$ cat config.mk
export PLATFORM = sky130hd
export DESIGN_NAME = apb_simple_master
export DESIGN_NICKNAME = d
export VERILOG_FILES = /design/src/rtl/apb_simple_master.sv
export SDC_FILE = /design/constraint.sdc
export NUM_CORES = 1
export LEC_CHECK = 0
export ABC_AREA = 1
export BUFFER_PORTS_ARGS = -buffer_cell sky130_fd_sc_hd__buf_2
export CAP_MARGIN = 25
export CORE_UTILIZATION = 50
export CTS_CLUSTER_DIAMETER = 100
export DETAILED_ROUTE_END_ITERATION = 8
export PLACE_DENSITY = 0.81
export SYNTH_ARGS = -nofsm -noshare
export SYNTH_HDL_FRONTEND = slang
export SYNTH_SLANG_ARGS = --single-unit
export TNS_END_PERCENT = 50
$ cat constraint.sdc
create_clock -name PCLK -period 2.9 [get_ports PCLK]
set_input_delay 0.58 -clock PCLK [delete_from_list [all_inputs] [get_ports PCLK]]
set_output_delay 0.58 -clock PCLK [all_outputs]
set_load 0.02 [all_outputs]
$ cat src/rtl/apb_simple_master.sv
// APB requester: turns a valid/ready command port into APB SETUP/ACCESS transfers and returns one response per command.
// Optional macro APB_TIMEOUT_EN aborts an ACCESS phase after TIMEOUT_CYCLES cycles without PREADY.
module apb_simple_master #(
  parameter int DATA_WIDTH     = 8,
  parameter int ADDR_WIDTH     = 4,
  parameter int TIMEOUT_CYCLES = 16
) (
  input  logic                  PCLK,
  input  logic                  rst,
  input  logic                  cmd_valid,
  output logic                  cmd_ready,
  input  logic                  cmd_write,
  input  logic [ADDR_WIDTH-1:0] cmd_addr,
  input  logic [DATA_WIDTH-1:0] cmd_wdata,
  output logic                  rsp_valid,
  output logic [DATA_WIDTH-1:0] rsp_rdata,
  output logic                  rsp_err,
  output logic                  PSEL,
  output logic                  PENABLE,
  output logic                  PWRITE,
  output logic [ADDR_WIDTH-1:0] PADDR,
  output logic [DATA_WIDTH-1:0] PWDATA,
  input  logic [DATA_WIDTH-1:0] PRDATA,
  input  logic                  PREADY,
  input  logic                  PSLVERR
);

  typedef enum logic [1:0] {
    ST_IDLE   = 2'd0,
    ST_SETUP  = 2'd1,
    ST_ACCESS = 2'd2
  } state_t;

  if (TIMEOUT_CYCLES < 1) begin : g_bad_timeout
    $error("TIMEOUT_CYCLES must be at least 1");
  end

  state_t                  r_state;
  state_t                  w_state_nxt;
  logic                    w_psel_nxt;
  logic                    w_penable_nxt;
  logic                    w_cmd_ready;
  logic                    w_accept;
  logic                    w_done;
  logic                    w_timeout;

  logic                    r_psel;
  logic                    r_penable;
  logic                    r_pwrite;
  logic [ADDR_WIDTH-1:0]   r_paddr;
  logic [DATA_WIDTH-1:0]   r_pwdata;
  logic                    r_rsp_valid;
  logic [DATA_WIDTH-1:0]   r_rsp_rdata;
  logic                    r_rsp_err;

`ifdef APB_TIMEOUT_EN
  localparam int CW = $clog2(TIMEOUT_CYCLES) + 1;
  logic [CW-1:0] r_tcnt;

  // Wait-state counter; held at zero outside ACCESS so every transfer starts fresh.
  always_ff @(posedge PCLK) begin
    if (rst) begin
      r_tcnt <= {CW{1'b0}};
    end else if (r_state != ST_ACCESS) begin
      r_tcnt <= {CW{1'b0}};
    end else if (!PREADY) begin
      r_tcnt <= r_tcnt + {{(CW-1){1'b0}}, 1'b1};
    end
  end

  assign w_timeout = (r_state == ST_ACCESS) && !PREADY &&
                     (r_tcnt == CW'(TIMEOUT_CYCLES - 1));
`else
  assign w_timeout = 1'b0;
`endif

  // A completing ACCESS cycle can accept the next command directly (back-to-back).
  assign w_cmd_ready = !rst && !w_timeout &&
                       ((r_state == ST_IDLE) || ((r_state == ST_ACCESS) && PREADY));
  assign w_accept    = cmd_valid && w_cmd_ready;
  assign w_done      = (r_state == ST_ACCESS) && PREADY;

  // Next state plus the APB control levels that go with it.
  always_comb begin
    w_state_nxt   = r_state;
    w_psel_nxt    = 1'b0;
    w_penable_nxt = 1'b0;
    case (r_state)
      ST_IDLE: begin
        if (w_accept) w_state_nxt = ST_SETUP;
        else          w_state_nxt = ST_IDLE;
      end
      ST_SETUP: begin
        w_state_nxt = ST_ACCESS;
      end
      ST_ACCESS: begin
        if (w_done) begin
          if (w_accept) w_state_nxt = ST_SETUP;
          else          w_state_nxt = ST_IDLE;
        end else if (w_timeout) begin
          w_state_nxt = ST_IDLE;
        end else begin
          w_state_nxt = ST_ACCESS;
        end
      end
      default: begin
        w_state_nxt = ST_IDLE;
      end
    endcase
    w_psel_nxt    = (w_state_nxt != ST_IDLE);
    w_penable_nxt = (w_state_nxt == ST_ACCESS);
  end

  // State register with registered APB select/enable.
  always_ff @(posedge PCLK) begin
    if (rst) begin
      r_state   <= ST_IDLE;
      r_psel    <= 1'b0;
      r_penable <= 1'b0;
    end else begin
      r_state   <= w_state_nxt;
      r_psel    <= w_psel_nxt;
      r_penable <= w_penable_nxt;
    end
  end

  // Command capture and response generation.
  always_ff @(posedge PCLK) begin
    if (rst) begin
      r_pwrite    <= 1'b0;
      r_paddr     <= {ADDR_WIDTH{1'b0}};
      r_pwdata    <= {DATA_WIDTH{1'b0}};
      r_rsp_valid <= 1'b0;
      r_rsp_rdata <= {DATA_WIDTH{1'b0}};
      r_rsp_err   <= 1'b0;
    end else begin
      if (w_accept) begin
        r_pwrite <= cmd_write;
        r_paddr  <= cmd_addr;
        r_pwdata <= cmd_wdata;
      end
      r_rsp_valid <= w_done || w_timeout;
      if (w_done) begin
        r_rsp_err <= PSLVERR;
      end else if (w_timeout) begin
        r_rsp_err <= 1'b1;
      end
      if (w_done && !r_pwrite) begin
        r_rsp_rdata <= PRDATA;
      end
    end
  end

  assign cmd_ready = w_cmd_ready;
  assign PSEL      = r_psel;
  assign PENABLE   = r_penable;
  assign PWRITE    = r_pwrite;
  assign PADDR     = r_paddr;
  assign PWDATA    = r_pwdata;
  assign rsp_valid = r_rsp_valid;
  assign rsp_rdata = r_rsp_rdata;
  assign rsp_err   = r_rsp_err;

endmodule
==> tab_implementation.tex, run 1 <==
\begin{tabular}{lr}
\hline
Metric & Value \\
\hline
\multicolumn{2}{l}{\textbf{Setup path}} \\
Crit-path max FO & 15 \\
Slowest Stage Delay on Critical Path & 0.19 ns \\
Chain of cells forming the critical path & buf\_2 -> inv\_1 -> nand2\_1 -> buf\_4 -> nand2\_1 -> nor2\_1 -> buf\_2 \\
Slowest stage cell on the critical path & buf\_4 \\
Required time reported for the critical path endpoint & roughly 2.3 ns \\
CP Depth & 7 \\
CP startpoint kind & input pin \\
Beginning of the critical path & PREADY \\
Category of the most critical setup path & in -> out \\
Reg2Reg Capture Point & PWDATA[6] \\
Worst setup path end & cmd\_ready \\
Worst Path Arrival & $\sim$1.4 ns \\
Worst path buffer plus inverter count & 4 \\
Crit Reg-Reg Startpoint & r\_state[0] \\
CP endpoint kind & output port \\
Cell type group with the largest total delay on the critical path & buffers and inverters \\
Worst R2R Path Depth & 5 \\
R2r setup slk & between 1.5 and 2 ns \\
\multicolumn{2}{l}{\textbf{Global routing}} \\
Wire length of the first global-routing pass & 3950 um \\
Combined global-route utilization of all metal layers & about 19\% \\
Initial antenna violation count & 0 \\
Total overflow reported by the global router & 0 \\
Maximum number of pins on one net before global-route repair & 22 \\
Via count of the first global-routing pass & 995 \\
\multicolumn{2}{l}{\textbf{Routing}} \\
Post-detailed-route via-to-cell ratio & $\sim$4.5 \\
Remaining antenna violation count & 0 \\
Total wire length & approximately 2400 um \\
Wire length per cell & slightly above 9 um \\
Number of vias after detailed routing & around 1,200 \\
Length of the first detailed-routing pass in iterations & 4 \\
DRC errors left & 0 \\
Number of DRC markers in iteration 0 & 16 \\
\multicolumn{2}{l}{\textbf{Yosys}} \\
Netlist area before placement & between 0.001 and 0.0015 sq mm \\
Number of flip-flops and latches in the synthesized netlist & 27 \\
Ys Warns & 0 \\
Synthesized instance count & $\sim$190 \\
Synthesized area divided by synthesized cell count & approximately 6.8 sq um \\
Portion of the post-synthesis area used by sequential elements & 42.6\% \\
Post-Synthesis Net Count & 213 \\
Synth unique cells & 20 \\
\multicolumn{2}{l}{\textbf{Timing}} \\
Crit path setup slack, layout & 0.924 ns \\
Remaining max-slew budget at the tightest pin & 59.4\% \\
Final hold vios & 0 \\
Setup repair after global routing missed its margin & false \\
Final min period & 1.98 ns \\
Total Negative Setup Slacks & 0 ns \\
Transition time at the pin with the least slew margin & about 0.61 ns \\
Worst clock skew & approximately 0.0037 ns \\
Worst hold slack after final layout & 0.481 ns \\
FMAX & just over 0.5 GHz \\
Count of final max-slew check failures & 0 \\
Count of endpoints failing setup in the final report & 0 \\
Final worst path period share & between 60\% and 70\% \\
\multicolumn{2}{l}{\textbf{Finish}} \\
Final Instance Area & 0.00154 sq mm \\
Final layout net count & 262 \\
Syn-to-layout area delta & 21.6\% \\
Most common library cell in the layout ignoring fill and taps & buf\_2 \\
Ratio of cells with drive above 1 in the final layout & 26.4\% \\
Commonest cells after routing, fill and taps aside & 51 x buf\_2, 50 x inv\_1, 36 x nand2\_1, 33 x nor2\_1, 27 x dfxtp\_1 \\
Diodes inserted & 0 \\
\multicolumn{2}{l}{\textbf{Floorplanning}} \\
Die outline area & around 0.0027 sq mm \\
Placeable core region & around 0.0023 sq mm \\
Effective utilization at floorplan & a little under three fifths \\
Vertical die dimension & approximately 52 um \\
Die Wd & roughly 52 um \\
\# IOs & 52 \\
Number of standard-cell rows in the floorplan & 17 \\
\multicolumn{2}{l}{\textbf{Worst hold path}} \\
Classification of the worst-slack hold path & reg -> reg \\
\multicolumn{2}{l}{\textbf{Clock tree}} \\
Number of clock buffers inserted by TritonCTS & 3 \\
Root buffer cell & clkbuf\_4 \\
Number of hold buffers added after CTS & 0 \\
Maximum count of clock buffers along a single path & 2 \\
Total number of clock tree sinks & 27 \\
Clk\_lat worst skew & $\sim$0.31 ns \\
H-tree level count & 1 \\
PostCTS Resize Cnt & 0 \\
Post CTS Setup Buffer Count & 0 \\
Post-CTS clock slew at the launch and capture registers of the worst setup and hold paths & around 0.13 ns \\
Clock tree from TritonCTS & built \\
\multicolumn{2}{l}{\textbf{Placed design}} \\
Worst slack after detailed placement & around 0.92 ns \\
Cell area after placement & between 0.0015 and 0.002 sq mm \\
Weighted congestion at the end of routability-driven global placement & about 0.78 \\
Half-perimeter wire length after detailed placement & 1800 um \\
Count of input and output buffers & 51 \\
\multicolumn{2}{l}{\textbf{Run}} \\
Reported max-cap violation count & 0 \\
\multicolumn{2}{l}{\textbf{Run status}} \\
Result of the run & completed \\
\multicolumn{2}{l}{\textbf{Power}} \\
Peak supply drop & around 0.32 mV \\
Total power density per cell area & 458 mW/mm\^{}2 \\
Power, Total & between 0.7 and 0.8 mW \\
Static power due to leakage & 0.918 nW \\
\hline
\end{tabular}
kinds of logic (layout without fill, tap and decap cells):
group / count (synthesis) / count (layout) / share of synthesized area, %
buffers and inverters: 60 / 108 / 19.3
AO/OA/AOI/OAI: 3 / 3 / 1.18
flip-flops: 27 / 27 / 42.6
AND/OR/NAND/NOR: 97 / 97 / 36.8
power breakdown:
group          total, mW  switching, mW  internal, mW
sequential         0.403         0.0112         0.392
combinational      0.147         0.0935        0.0538
clock              0.156          0.102        0.0537
routing by layer:
| metal | global-route usage, % | part of all wire [%] | vias up |
|---|---|---|---|
| met5 | 0 | 0 | - |
| met4 | 6.58 | 0.54 | 0 |
| met3 | 3.19 | 7.1 | 2 |
| met2 | 35.0 | 47 | 43 |
| met1 | 22.3 | 45 | 488 |
| li1 | - | - | 651 |
Yosys cell counts (all sizes together):
library cell | instances | area share (%)
inv | 51 | 15
nand2 | 37 | 11
nor2 | 36 | 13
dfxtp | 27 | 43
nand4 | 21 | 10
buf | 6 | 3.4
nand3 | 3 | 2.6
clkbuf | 2 | 0.59
o21ai | 2 | 0.79
a21oi | 1 | 0.39
clkinv | 1 | 0.30
metrics by stage:
step,cells,utilization [%]
floorplan,187,-
global placement,259,66.0
detailed placement,259,66.0
CTS,263,67.1
global route,263,67.1
finish,263,67.1
state kept, by name, indices dropped and copies added, names as in the netlist:
signal,cells
PADDR,4
PENABLE,1
PSEL,1
PWDATA,8
PWRITE,1
r_state,2
rsp_err,1
rsp_rdata,8
rsp_valid,1
layout make-up:
class                           instances  area [sq um]
Inverter                               52           195
Tap cell                               28          35.0
Fill cell                             219           756
Timing Repair Buffer                   52           263
Clock buffer                            4          26.3
Multi-Input combinational cell        100           482
Sequential cell                        27           541
worst register-to-register path: stages (launching register included):
cell	delay [ns]
dfxtp_1	0.40
nor2_8	0.24
nand3_4	0.21
nand2_1	0.10
inv_1	0.04
nor2_1	0.10
worst min-delay path by stage:
| stage | from | to | slack, ns | cells past startpoint |
|---|---|---|---|---|
| 4_1_cts | rsp_err | rsp_err | 0.48 | 2 |
| 5_1_grt | rsp_rdata[7] | rsp_rdata[7] | 0.51 | 2 |
| 3_3_place_gp | rsp_err | rsp_err | 0.45 | 2 |
| 2_1_floorplan | r_state[1] | rsp_valid | 0.50 | 2 |
| 6_report | rsp_err | rsp_err | 0.48 | 2 |
| 3_5_place_dp | rsp_err | rsp_err | 0.46 | 2 |
No activity file was read; power rests on OpenSTA's default activity.
==> inputs of run 2 (changes only) <==
--- a/config.mk
+++ b/config.mk
@@ -8,10 +8,10 @@
 export ABC_AREA = 1
 export BUFFER_PORTS_ARGS = -buffer_cell sky130_fd_sc_hd__buf_2
 export CAP_MARGIN = 25
-export CORE_UTILIZATION = 50
+export CORE_UTILIZATION = 47
 export CTS_CLUSTER_DIAMETER = 100
 export DETAILED_ROUTE_END_ITERATION = 8
-export PLACE_DENSITY = 0.81
+export PLACE_DENSITY = 0.76
 export SYNTH_ARGS = -nofsm -noshare
 export SYNTH_HDL_FRONTEND = slang
 export SYNTH_SLANG_ARGS = --single-unit
==> constraint.sdc (replaced) <==
create_clock -name PCLK -period 2 [get_ports PCLK]
set_input_delay 0.4 -clock PCLK [delete_from_list [all_inputs] [get_ports PCLK]]
set_output_delay 0.4 -clock PCLK [all_outputs]
set_load 0.02 [all_outputs]
==> run 2 against run 1 <==
First-iteration DRC count is 31% higher. Routed wire length is 1.0% lower. Critical path depth is 3 lower. Worst setup slack worse by 0.55 ns. Sequential share of layout area is 0.057 points lower. Worst hold slack worse by 0.15 ns. Clock skew is 0.0012 ns higher. Clock power is 48% higher. Cell count is 0.76% higher. Sequential cell count stayed put. Via count is 1.1% lower. Critical endpoint unchanged. Highest routed layer unchanged.
==> tab_implementation.tex, run 2 (synthesis results as in run 1) <==
\begin{tabular}{lr}
\hline
Metric & Value \\
\hline
\multicolumn{2}{l}{\textbf{Routing}} \\
Post-detailed-route via-to-cell ratio & 4.42 (-1.8\%) \\
Length of the first detailed-routing pass in iterations & 6 (+2) \\
Total wire length & 2380 um (-1.0\%) \\
Wire length per cell & 8.99 um (-1.7\%) \\
Number of DRC markers in iteration 0 & 21 (+5) \\
Remaining antenna violation count & 0 (unchanged) \\
DRC errors left & 0 (unchanged) \\
Number of vias after detailed routing & 1,171 (-1.1\%) \\
\multicolumn{2}{l}{\textbf{Timing}} \\
Total Negative Setup Slacks & 0 ns (unchanged) \\
Remaining max-slew budget at the tightest pin & 57.1\% (-2.2 points) \\
Crit path setup slack, layout & 0.372 ns (-0.552 ns) \\
Count of final max-slew check failures & 0 (unchanged) \\
Count of endpoints failing setup in the final report & 0 (unchanged) \\
Transition time at the pin with the least slew margin & 0.642 ns (+0.0334 ns) \\
FMAX & 0.614 GHz \\
Worst clock skew & 0.00490 ns (+0.00118 ns) \\
Final hold vios & 0 (unchanged) \\
Final min period & roughly 1.6 ns \\
Final worst path period share & between 80 and 90\% \\
Setup repair after global routing missed its margin & false \\
\multicolumn{2}{l}{\textbf{Floorplanning}} \\
\# IOs & 52 (unchanged) \\
Die Wd & 53.9 um (+3.0\%) \\
Number of standard-cell rows in the floorplan & 18 (+1) \\
Effective utilization at floorplan & 50.2\% (-4.9 points) \\
Placeable core region & 0.00252 sq mm (+9.8\%) \\
Vertical die dimension & 53.9 um (+3.0\%) \\
Die outline area & 0.00291 sq mm (+6.1\%) \\
\multicolumn{2}{l}{\textbf{Setup path}} \\
CP endpoint kind & output port \\
Slowest Stage Delay on Critical Path & 0.49 ns (+0.30 ns) \\
Required time reported for the critical path endpoint & 1.60 ns (-0.72 ns) \\
Chain of cells forming the critical path & inv\_1 -> nand2\_1 -> nor2\_1 -> buf\_2 \\
Crit-path max FO & 3 (-12) \\
Worst path buffer plus inverter count & 2 (-2) \\
CP startpoint kind & flop \\
Worst Path Arrival & 1.23 ns (-0.17 ns) \\
Category of the most critical setup path & reg -> out \\
Slowest stage cell on the critical path & dfxtp\_1 \\
Cell type group with the largest total delay on the critical path & flip-flops \\
\multicolumn{2}{l}{\textbf{Placed design}} \\
Half-perimeter wire length after detailed placement & 1680 um (-6.6\%) \\
Worst slack after detailed placement & 0.554 ns (-0.370 ns) \\
Count of input and output buffers & 51 (unchanged) \\
Weighted congestion at the end of routability-driven global placement & 0.656 (-16\%) \\
Cell area after placement & 0.00152 sq mm (+0.17\%) \\
\multicolumn{2}{l}{\textbf{Clock tree}} \\
H-tree level count & 1 (unchanged) \\
Clk\_lat worst skew & 0.32 ns (about the same) \\
Post-CTS clock slew at the launch and capture registers of the worst setup and hold paths & 0.14 ns (about the same) \\
Number of hold buffers added after CTS & 0 (unchanged) \\
PostCTS Resize Cnt & 0 (unchanged) \\
Root buffer cell & clkbuf\_4 \\
Number of clock buffers inserted by TritonCTS & 3 (unchanged) \\
Total number of clock tree sinks & 27 (unchanged) \\
Maximum count of clock buffers along a single path & 2 (unchanged) \\
Clock tree from TritonCTS & built \\
Post CTS Setup Buffer Count & 0 (unchanged) \\
\multicolumn{2}{l}{\textbf{Finish}} \\
Final layout net count & 262 (unchanged) \\
Syn-to-layout area delta & 21.8\% \\
Final Instance Area & 0.00154 sq mm (+0.16\%) \\
Most common library cell in the layout ignoring fill and taps & buf\_2 \\
Number of fill cells & 280 (+28\%) \\
Commonest cells after routing, fill and taps aside & 51 x buf\_2, 50 x inv\_1, 36 x nand2\_1, 33 x nor2\_1, 27 x dfxtp\_1 \\
Diodes inserted & 0 (unchanged) \\
Ratio of cells with drive above 1 in the final layout & 26.4\% (unchanged) \\
\multicolumn{2}{l}{\textbf{Power}} \\
Total power density per cell area & 667 mW/mm\^{}2 (+45\%) \\
Peak supply drop & 0.449 mV (+41\%) \\
Static power due to leakage & 0.918 nW (unchanged) \\
Power, Total & 1.03 mW (+46\%) \\
\multicolumn{2}{l}{\textbf{Global routing}} \\
Total overflow reported by the global router & 0 (unchanged) \\
Wire length of the first global-routing pass & 3860 um (-2.1\%) \\
Via count of the first global-routing pass & 958 (-3.7\%) \\
Maximum number of pins on one net before global-route repair & 22 (unchanged) \\
Combined global-route utilization of all metal layers & 18.4\% (-0.83 points) \\
Initial antenna violation count & 0 (unchanged) \\
\multicolumn{2}{l}{\textbf{Worst hold path}} \\
Classification of the worst-slack hold path & in -> reg \\
\multicolumn{2}{l}{\textbf{Run status}} \\
Result of the run & completed \\
\multicolumn{2}{l}{\textbf{Run}} \\
Reported max-cap violation count & 0 (unchanged) \\
\hline
\end{tabular}
[run 2: cell counts in the layout (fill, tap and decap cells not counted)]
No cell type changed its count.
[run 2: path summary, 6_finish.rpt]
path	startpoint	endpoint	slack (ns)	cells after the start
setup / recovery	r_state[0]	cmd_ready	0.37	4
hold / removal	PSLVERR	rsp_err	0.33	3
setup reg to reg	r_state[0]	PWDATA[0]	0.85	5
hold reg to reg	rsp_err	rsp_err	0.47	2
[run 2: area by class of cell]
cell class | instances | area, sq um | area share (%)
Inverter | 52 | 195 | 12.6
Sequential cell | 27 | 541 | 35.0
Tap cell | 30 | 37.5 | 2.43
Multi-Input combinational cell | 100 | 482 | 31.2
Timing Repair Buffer | 52 | 263 | 17.0
Clock buffer | 4 | 26.3 | 1.70
[run 2: tightest hold or removal path: stages]
cell and delay, ns:
buf_2 0.09, nand3_1 0.07, a21oi_1 0.05
[run 2: report_power, final]
group | leakage [nW] | total, mW | switching [mW] | internal [mW]
combinational | 0.682 | 0.214 | 0.136 | 0.0780
sequential | 0.221 | 0.585 | 0.0162 | 0.569
clock | 0.0150 | 0.231 | 0.153 | 0.0780
[run 2: per-layer routing]
metal	share of wire, %	routed length [um]	track usage [%]
met1	51	1210	22.2
met2	42	1010	30.7
met3	6.4	153	6.21
met4	0.38	9	5.26
met5	0	0	0
[run 2: per-stage QoR]
| stage | hold WS [ns] | instances | util, % |
|---|---|---|---|
| global placement | 0.450 | 261 | 60.2 |
| CTS | 0.321 | 265 | 61.2 |
| global route | 0.316 | 265 | 61.2 |
| detailed placement | 0.452 | 261 | 60.2 |
| finish | 0.334 | 265 | 61.2 |
| floorplan | 0.501 | 187 | - |
==> inputs of run 3 (changes only) <==
==> constraint.sdc (replaced) <==
create_clock -name PCLK -period 1.5 [get_ports PCLK]
set_input_delay 0.3 -clock PCLK [delete_from_list [all_inputs] [get_ports PCLK]]
set_output_delay 0.3 -clock PCLK [all_outputs]
set_load 0.02 [all_outputs]
==> run 3 against run 2 <==
Non-clock buffer count increased by 2. Clock power rose by 33%. Die area did not move. Register-to-register slack got worse by 0.57 ns. First-iteration DRC count shrank 33%. Combinational power rose by 37%. Largest cell class unchanged. Count of clock-buffer cells in the layout stayed put. Highest routed layer unchanged.
==> tab_implementation.tex, run 3 (synthesis results as in run 1) <==
\begin{tabular}{lr}
\hline
Metric & Value \\
\hline
\multicolumn{2}{l}{\textbf{Run status}} \\
Result of the run & completed \\
\multicolumn{2}{l}{\textbf{Finish}} \\
Syn-to-layout area delta & 23.6\% \\
Diodes inserted & 0 (unchanged) \\
Final layout net count & 264 (+0.76\%) \\
Most common library cell in the layout ignoring fill and taps & buf\_2 \\
Ratio of cells with drive above 1 in the final layout & 28.3\% (+1.9 points) \\
Commonest cells after routing, fill and taps aside & 50 x buf\_2, 49 x inv\_1, 36 x nand2\_1, 33 x nor2\_1, 25 x dfxtp\_1 \\
Non-Filler Instances & 267 (+0.75\%) \\
Final core utilization & 62.1\% (+0.89 points) \\
\multicolumn{2}{l}{\textbf{Floorplanning}} \\
Effective utilization at floorplan & 50.2\% (unchanged) \\
Vertical die dimension & 53.9 um (unchanged) \\
Number of standard-cell rows in the floorplan & 18 (unchanged) \\
Placeable core region & 0.00252 sq mm (unchanged) \\
Die Wd & 53.9 um (unchanged) \\
\# IOs & 52 (unchanged) \\
Die outline area & 0.00291 sq mm (unchanged) \\
\multicolumn{2}{l}{\textbf{Clock tree}} \\
Maximum count of clock buffers along a single path & 2 (unchanged) \\
Number of hold buffers added after CTS & 0 (unchanged) \\
Post-CTS clock slew at the launch and capture registers of the worst setup and hold paths & 0.13 ns (about the same) \\
Number of clock buffers inserted by TritonCTS & 3 (unchanged) \\
Clk\_lat worst skew & 0.32 ns (about the same) \\
Root buffer cell & clkbuf\_4 \\
H-tree level count & 1 (unchanged) \\
Total number of clock tree sinks & 27 (unchanged) \\
Clock tree from TritonCTS & built \\
\multicolumn{2}{l}{\textbf{Timing}} \\
Total Negative Setup Slacks & 0 ns (unchanged) \\
Final min period & about 1.4 ns \\
Setup repair after global routing missed its margin & false \\
Transition time at the pin with the least slew margin & 0.610 ns (-0.0325 ns) \\
Count of endpoints failing setup in the final report & 0 (unchanged) \\
Final hold vios & 0 (unchanged) \\
Remaining max-slew budget at the tightest pin & 59.3\% (+2.2 points) \\
Worst clock skew & 0.00597 ns (+0.00108 ns) \\
FMAX & 0.722 GHz \\
Count of final max-slew check failures & 0 (unchanged) \\
Final worst path period share & between 90\% and 100\% \\
\multicolumn{2}{l}{\textbf{Power}} \\
Total power density per cell area & 881 mW/mm\^{}2 (+32\%) \\
Static power due to leakage & 0.930 nW (+1.3\%) \\
Peak supply drop & 0.621 mV (+38\%) \\
\multicolumn{2}{l}{\textbf{Setup path}} \\
Crit-path max FO & 3 (unchanged) \\
Category of the most critical setup path & reg -> out \\
CP endpoint kind & output port \\
CP startpoint kind & flop \\
Worst Path Arrival & 1.08 ns (-0.15 ns) \\
Worst R2R Path Depth & 6 (+1) \\
Required time reported for the critical path endpoint & 1.20 ns (-0.40 ns) \\
R2r setup slk & 0.28 ns (-0.57 ns) \\
Crit Reg-Reg Startpoint & r\_state[0] \\
Reg2Reg Capture Point & PWDATA[4] \\
\multicolumn{2}{l}{\textbf{Placed design}} \\
Total placed cells including tap cells & 261 (unchanged) \\
Count of input and output buffers & 51 (unchanged) \\
Half-perimeter wire length after detailed placement & 1850 um (+10\%) \\
Weighted congestion at the end of routability-driven global placement & 0.701 (+6.8\%) \\
\multicolumn{2}{l}{\textbf{Global routing}} \\
Combined global-route utilization of all metal layers & 19.1\% (+0.67 points) \\
Maximum number of pins on one net before global-route repair & 22 (unchanged) \\
Total overflow reported by the global router & 0 (unchanged) \\
Initial antenna violation count & 0 (unchanged) \\
Via count of the first global-routing pass & 994 (+3.8\%) \\
Wire length of the first global-routing pass & 3970 um (+2.7\%) \\
\multicolumn{2}{l}{\textbf{Routing}} \\
Number of DRC markers in iteration 0 & 14 (-33\%) \\
Remaining antenna violation count & 0 (unchanged) \\
Number of vias after detailed routing & 1,215 (+3.8\%) \\
Post-detailed-route via-to-cell ratio & 4.55 (+3.0\%) \\
Wire length per cell & 9.37 um (+4.2\%) \\
Total wire length & 2500 um (+5.0\%) \\
Length of the first detailed-routing pass in iterations & 4 (-2) \\
DRC errors left & 0 (unchanged) \\
\multicolumn{2}{l}{\textbf{Worst hold path}} \\
Number of cells traversed by the worst hold path & 3 (unchanged) \\
Endpoint, Worst Hold & rsp\_err \\
Classification of the worst-slack hold path & in -> reg \\
Worst Min Path Start & PSLVERR \\
\multicolumn{2}{l}{\textbf{Run}} \\
Reported max-cap violation count & 0 (unchanged) \\
\hline
\end{tabular}
run 3: cell count changes in the layout (fill, tap and decap cells not counted), sizes merged:
| cell | previous run | this run |
|---|---|---|
| buf | 52 | 54 |
run 3: worst max path at each step:
stage | start | end | slack (ns) | cells past startpoint
floorplan | r_state[1] | cmd_ready | 0.34 | 3
global placement | PREADY | PWDATA[6] | 0.19 | 8
detailed placement | PREADY | PWDATA[7] | 0.14 | 8
CTS | r_state[0] | cmd_ready | 0.06 | 4
global route | r_state[1] | cmd_ready | 0.003 | 4
finish | r_state[1] | cmd_ready | 0.12 | 4
run 3: metal layers:
metal | wire length (um) | vias to the layer above | global-route usage [%]
met4 | 43 | 0 | 9.21
met3 | 152 | 5 | 2.54
met1 | 1160 | 517 | 22.7
met2 | 1140 | 38 | 33.3
li1 | - | 655 | -
met5 | 0 | - | 0
run 3: worst max-delay path, stage by stage, from the launching register on:
cell     delay (ns)
dfxtp_2        0.35
nand2_1        0.09
nand2_1        0.07
nor2_1         0.10
buf_4          0.15
run 3: area by class of cell:
type                    instances  area (sq um)
well taps                      30          37.5
multi-input cells             100           482
flip-flops and latches         27           546
inverters                      52           195
repair buffers                 54           280
fillers                       271           956
clock buffers                   4          26.3
run 3: repair_timing:
item | in CTS | in global routing
gates cloned | 0 | 0
gates resized for setup | 1 | 4
buffers inserted | 0 | 2
pin swaps | 0 | 1
endpoints found under the setup margin | 1 | 1
run 3: power breakdown:
part	switching, mW	internal [mW]
Clock	0.204	0.104
Combinational	0.185	0.109
Sequential	0.0202	0.758
Total	0.409	0.971
run 3: through the flow:
stage | total power [mW] | setup WS [ns] | area, sq um | hold WS (ns)
floorplan | 0.996 | 0.343 | 1270 | 0.459
global placement | 1.08 | 0.191 | 1520 | 0.455
detailed placement | 1.08 | 0.141 | 1520 | 0.457
CTS | 1.39 | 0.0641 | 1550 | 0.230
global route | 1.47 | 0.00340 | 1570 | 0.234
finish | 1.38 | 0.115 | 1570 | 0.236
